## src/rtl/stopwatch_lap.sv

```systemverilog
// Six-digit BCD stopwatch (mm:ss.cc) with prescaler, up/down count, preset load,
// lap freeze and start/stop/clear FSM. Define STOPWATCH_SEG_ACTIVE_LOW_EN for inverted segments.
module stopwatch_lap #(
  parameter int unsigned CLK_FREQ_HZ = 100000000,
  parameter int unsigned TICK_HZ     = 100,
  parameter int unsigned PRE_W       = 32
) (
  input  logic        clk,
  input  logic        reset,
  input  logic        start_stop,
  input  logic        lap,
  input  logic        clear,
  input  logic        dir,
  input  logic        load,
  input  logic [23:0] load_value,
  output logic [23:0] bcd_out,
  output logic [41:0] seg_out,
  output logic        running,
  output logic        lap_active,
  output logic        expired
);

  localparam int unsigned DIV = CLK_FREQ_HZ / TICK_HZ;
  localparam logic [PRE_W-1:0] PRE_MAX = PRE_W'(DIV - 1);

  typedef enum logic [1:0] {IDLE, RUN, PAUSE, EXPIRED} state_e;

  state_e           state_q;
  logic [23:0]      cnt_q;
  logic [23:0]      lap_q;
  logic [PRE_W-1:0] pre_q;
  logic             lap_active_q;
  logic             expired_q;

  logic [23:0] cnt_up;
  logic [23:0] cnt_dn;
  logic [23:0] load_clamped;
  logic [3:0]  dig;
  logic [3:0]  ldig;
  logic        carry;
  logic        borrow;
  logic        tick;
  logic        count_en;
  logic        hold_state;
  logic [41:0] seg_raw;

  function automatic logic [3:0] digit_max(input int unsigned idx);
    return (idx == 3 || idx == 5) ? 4'd5 : 4'd9;
  endfunction

  function automatic logic [6:0] seg7(input logic [3:0] d);
    case (d)
      4'd0:    return 7'h3F;
      4'd1:    return 7'h06;
      4'd2:    return 7'h5B;
      4'd3:    return 7'h4F;
      4'd4:    return 7'h66;
      4'd5:    return 7'h6D;
      4'd6:    return 7'h7D;
      4'd7:    return 7'h07;
      4'd8:    return 7'h7F;
      4'd9:    return 7'h6F;
      default: return 7'h00;
    endcase
  endfunction

  // Single-cycle carry/borrow ripple across all six fields, plus preset clamping.
  always_comb begin
    cnt_up       = '0;
    cnt_dn       = '0;
    load_clamped = '0;
    dig          = '0;
    ldig         = '0;
    carry        = 1'b1;
    borrow       = 1'b1;
    for (int unsigned i = 0; i < 6; i++) begin
      dig  = cnt_q[4*i +: 4];
      ldig = load_value[4*i +: 4];
      if (carry) cnt_up[4*i +: 4] = (dig == digit_max(i)) ? 4'd0 : dig + 4'd1;
      else       cnt_up[4*i +: 4] = dig;
      if (borrow) cnt_dn[4*i +: 4] = (dig == 4'd0) ? digit_max(i) : dig - 4'd1;
      else        cnt_dn[4*i +: 4] = dig;
      carry  = carry && (dig == digit_max(i));
      borrow = borrow && (dig == 4'd0);
      load_clamped[4*i +: 4] = (ldig > digit_max(i)) ? digit_max(i) : ldig;
    end
  end

  assign tick       = (pre_q == PRE_MAX);
  assign hold_state = (state_q == IDLE) || (state_q == PAUSE);
  // A load pulse outranks start_stop even though it is ignored in RUN, so counting continues.
  assign count_en   = (state_q == RUN) && (load || !start_stop);

  always_ff @(posedge clk) begin
    if (reset) begin
      state_q      <= IDLE;
      cnt_q        <= '0;
      lap_q        <= '0;
      pre_q        <= '0;
      lap_active_q <= 1'b0;
      expired_q    <= 1'b0;
    end else begin
      expired_q <= 1'b0;
      if (clear) begin
        state_q      <= IDLE;
        cnt_q        <= '0;
        pre_q        <= '0;
        lap_active_q <= 1'b0;
      end else begin
        if (load) begin
          if (hold_state) begin
            cnt_q        <= load_clamped;
            lap_active_q <= 1'b0;
          end
        end else if (start_stop) begin
          case (state_q)
            IDLE, PAUSE: begin
              if (dir && cnt_q == '0) begin
                state_q   <= EXPIRED;
                expired_q <= 1'b1;
              end else begin
                state_q <= RUN;
                pre_q   <= '0;
              end
            end
            RUN:     state_q <= PAUSE;
            default: ;
          endcase
        end else if (lap) begin
          if (state_q == RUN) begin
            if (lap_active_q) begin
              lap_active_q <= 1'b0;
            end else begin
              lap_q        <= cnt_q;
              lap_active_q <= 1'b1;
            end
          end else if (state_q == PAUSE) begin
            lap_active_q <= 1'b0;
          end
        end

        if (count_en) begin
          if (tick) begin
            pre_q <= '0;
            if (dir) begin
              if (cnt_q == 24'h000001) begin
                cnt_q     <= '0;
                state_q   <= EXPIRED;
                expired_q <= 1'b1;
              end else begin
                cnt_q <= cnt_dn;
              end
            end else begin
              cnt_q <= cnt_up;
            end
          end else begin
            pre_q <= pre_q + 1'b1;
          end
        end
      end
    end
  end

  assign bcd_out    = lap_active_q ? lap_q : cnt_q;
  assign running    = (state_q == RUN);
  assign lap_active = lap_active_q;
  assign expired    = expired_q;

  always_comb begin
    seg_raw = '0;
    for (int unsigned i = 0; i < 6; i++) begin
      seg_raw[7*i +: 7] = seg7(bcd_out[4*i +: 4]);
    end
  end

`ifdef STOPWATCH_SEG_ACTIVE_LOW_EN
  assign seg_out = ~seg_raw;
`else
  assign seg_out = seg_raw;
`endif

endmodule
```

## config.mk

```make
export PLATFORM = sky130hd
export DESIGN_NAME = stopwatch_lap
export DESIGN_NICKNAME = d
export VERILOG_FILES = /design/src/rtl/stopwatch_lap.sv
export SDC_FILE = /design/constraint.sdc
export NUM_CORES = 1
export LEC_CHECK = 0
export BUFFER_PORTS_ARGS = -buffer_cell sky130_fd_sc_hd__buf_2
export CORE_AREA = 4 4 100 149
export CTS_BUF_LIST = sky130_fd_sc_hd__clkbuf_16
export DETAILED_ROUTE_END_ITERATION = 6
export DIE_AREA = 0 0 104 153
export PLACE_DENSITY = 0.69
export SETUP_SLACK_MARGIN = 0.5
export SYNTH_ARGS = -nofsm -noshare
export SYNTH_HDL_FRONTEND = slang
export SYNTH_SLANG_ARGS = --single-unit
export TNS_END_PERCENT = 50
```

## constraint.sdc

```tcl
create_clock -name clk -period 6.8 [get_ports clk]
set_clock_uncertainty 0.15 [all_clocks]
set_input_delay 1.36 -clock clk [delete_from_list [all_inputs] [get_ports clk]]
set_output_delay 1.36 -clock clk [all_outputs]
set_load 0.005 [all_outputs]
```

==> impl_metrics.py <==
metrics = {
    "outcome": {
        "outcome": "finished clean",
    },
    "timing": {
        "fmax_mhz": 244,
        "tns_ps": 0,
        "setup_viol": 0,
        "period_needed_ps": 4100,
        "hold_viol_final": 0,
        "fin_crit_sh_pct": 60.3,
        "tightest_slew_ps": 1210,
        "fin_hold_ws_ps": 344,
        "fin_ws_ps": 2700,
        "drv_slew": 0,
        "grt_setup_unrepaired": "false",
        "relSlewSlack_pct": 18.7,
    },
    "global_route": {
        "grt_start_max_net_pins": 49,
        "track_usage_pct": 22.0,
        "antenna_found_initial": 0,
        "grt-ovfl-total": 0,
        "first_global_vias": 6277,
        "grt_pass1_wl_um": 30000,
    },
    "yosys": {
        "synth-main-ff-cell": "dfxtp_1",
        "synth_top_area_cell": "dfxtp_1",
        "yosys_register_bits": 84,
        "avgSynthCellArea_um2": 7.22,
        "syn_area_um2": 6500,
        "synth_top_area_share_pct": 25.9,
        "ys_seq_area_share_pct": 25.9,
        "yosys_warnings": 0,
        "syn_inst": 900,
        "post-synth-top-count-cell": "nor2_1",
        "synth_cell_type_count": 67,
        "synth_enable_flop_cells": 0,
        "async_flop_share_pct": 0,
        "synthTopCellsByArea": "dfxtp_1 26%, ha_1 7.1%, nor2_1 6.9%, a21oi_1 6.5%, o21ai_0 5.4%",
        "syn-num-nets": 968,
        "ys_top_cells_by_count": "120 x nor2_1, 85 x a21oi_1, 84 x dfxtp_1",
    },
    "clocking": {
        "path_clk_slew_ps": 60,
        "cts_resized": 0,
        "worstSkewPairLatency_ps": 350,
        "postCtsSetupBuffers": 0,
        "ctsHtreeMaxLevel": 3,
        "root_buffer": "clkbuf_16",
        "numClockSinks": 84,
        "cts_buffers": 9,
        "hold_buffers": 0,
        "clockBufferDepth": 2,
        "cts_tree": "done",
    },
    "routing": {
        "vias": 6810,
        "firstDrtPassIters": 5,
        "drc": 0,
        "wl_met2_um": 9060,
        "top_layer_used": "met4",
        "avgViaCountPerCell": 6.08,
        "drtIter0Drc": 471,
        "wl_um": 17700,
        "route.antenna.remaining_nets": 0,
        "drt-met1-wl_um": 7380,
        "wl_per_cell_um": 15.8,
        "routed-wl-met3_um": 801,
    },
    "power_and_ir_drop": {
        "irDropWorstVdd_uv": 129,
        "p_sw_share_pct": 26.4,
        "pwr-share-comb_pct": 14.4,
        "p_leak_nw": 2.82,
        "p_int_mw": 0.881,
        "total_power_mw": 1.20,
        "p_clk_share_pct": 42.9,
        "power.net_switching_mw": 0.316,
        "powerDensity_nw_per_um2": 164,
        "pwr-share-seq_pct": 42.7,
    },
    "die": {
        "die_area_um2": 15900,
        "initial_utilization_pct": 48.0,
        "coreArea_um2": 13500,
        "ios": 100,
        "die_h_um": 153,
        "dieWidth_um": 104,
        "fp-row-count": 52,
    },
    "cells_and_area": {
        "finalInstanceArea_um2": 7310,
        "multi_input_comb_area_um2": 4440,
        "regArea_um2": 1680,
        "nFillCells": 1385,
        "nNetsFinal": 1021,
        "final_layout_size_suffix_gt1_share_pct": 14.4,
        "utilization_pct": 54.0,
        "final_cells": 1120,
        "area_delta_synth_final_pct": 12.4,
        "n_antenna_cell": 0,
    },
    "worst_setup_path": {
        "r2r_slack_ps": 3390,
        "path_cells": "buf_4 -> mux2i_1 -> inv_1 -> nor2_1 -> o21ai_0 -> o21ai_0 -> buf_2",
        "r2r-end": "cnt_q[13]$_SDFFE_PP0P_",
        "crit_type": "flop to primary output",
        "r2r_cells": 6,
        "crit_fanout": 28,
        "crit_arrival_ps": 2590,
        "slowest_delay_ps": 610,
        "path_common_cell": "o21ai_0",
        "timing.rr.start": "pre_q[24]$_SDFFE_PP0P_",
        "slowest_stage": "mux2i_1",
        "cp_data_required_time_ps": 5290,
        "crit_path_end_kind": "primary output",
        "cp-start-kind": "flop",
    },
    "place": {
        "place.gp.congestion": 0.917,
        "dp_slack_ps": 2810,
        "placed_area_um2": 7000,
        "dpl.cell_count": 1104,
        "io_buffers": 99,
        "hpwl_um": 12900,
    },
    "flow_run": {
        "maxCapViolCount": 0,
    },
    "hold_path": {
        "holdPathStages": 2,
        "hp-class": "flop to flop",
        "worstHoldStart": "lap_q[20]$_SDFFE_PP0P_",
        "min_to": "lap_q[20]$_SDFFE_PP0P_",
    },
}
[per-layer routing]
| layer | track usage [%] | up-vias |
|---|---|---|
| li1 | - | 3406 |
| met1 | 25.8 | 3191 |
| met2 | 39.7 | 177 |
| met3 | 3.29 | 36 |
| met4 | 9.38 | 0 |
| met5 | 0 | - |
[kinds of logic after synthesis]
kind of cell	share of synthesized area, %
simple gates	28.1
compound gates	27.3
buf+inv	6.01
flops	25.9
fa+ha+maj	7.12
mux	4.35
xor+xnor	1.21
[registers in the layout, summed over array words and instances (netlist names)]
register,count
pre_q,32
cnt_q,24
lap_q,24
state_q,2
expired,1
lap_active,1
[cell type report]
class                      count  area share, %
clock inverter                 7           1.15
inverter                      33           1.70
timing repair buffer         106           7.50
sequential                    84           23.0
clock buffer                   9           3.08
multi-input combinational    719           60.8
tap                          162           2.77
[worst max-delay path: cells and delay by family, from the launching register on]
| kind | cells | cell delay (ps) |
|---|---|---|
| compound gates | 2 | 270 |
| flops | 1 | 370 |
| mux | 1 | 610 |
| simple gates | 1 | 210 |
| buf+inv | 3 | 760 |
[how the worst max path moves through the flow]
| stage | from | end | cells past startpoint |
|---|---|---|---|
| after floorplan | lap_active$_SDFFE_PP0P_ | seg_out[40] | 8 |
| after global placement | load | cnt_q[22]$_SDFFE_PP0P_ | 7 |
| after detailed placement | dir | pre_q[19]$_SDFFE_PP0P_ | 6 |
| after CTS | lap_active$_SDFFE_PP0P_ | seg_out[14] | 7 |
| after global routing | lap_active$_SDFFE_PP0P_ | seg_out[14] | 7 |
| final | lap_active$_SDFFE_PP0P_ | seg_out[14] | 7 |
[power groups by stage]
stage	clock [mW]	combinational, mW	sequential, mW
4_1_cts	0.526	0.173	0.511
2_1_floorplan	0	0.122	0.512
6_report	0.514	0.173	0.511
5_1_grt	0.546	0.194	0.512
3_5_place_dp	0	0.172	0.522
3_3_place_gp	0	0.171	0.522
[placed cells by master, fill, tap and decap left out, types with 4 or more instances in the layout]
master	instances
or2_2	6
xnor2_1	5
nand4b_1	8
nor3b_1	10
or4_1	5
nand4_1	17
inv_1	35
a31oi_1	18
a211oi_1	45
nor4_1	12
nor4_2	4
a21o_1	7
a21oi_1	85
nand2_1	68
nor3_1	23
buf_2	99
nor2b_1	8
clkbuf_16	9
nor2_1	120
buf_4	7
xor2_1	4
a22o_1	6
dfxtp_1	84
a311oi_1	5
and2_1	6
o21ai_0	70
or3_1	11
o22ai_1	13
nand2b_1	8
a22oi_1	4
and4_1	4
o21a_1	7
ha_1	37
nand3b_1	5
nand3_1	26
mux2i_1	26
and3_1	9
No activity file was read; power rests on OpenSTA's default activity.
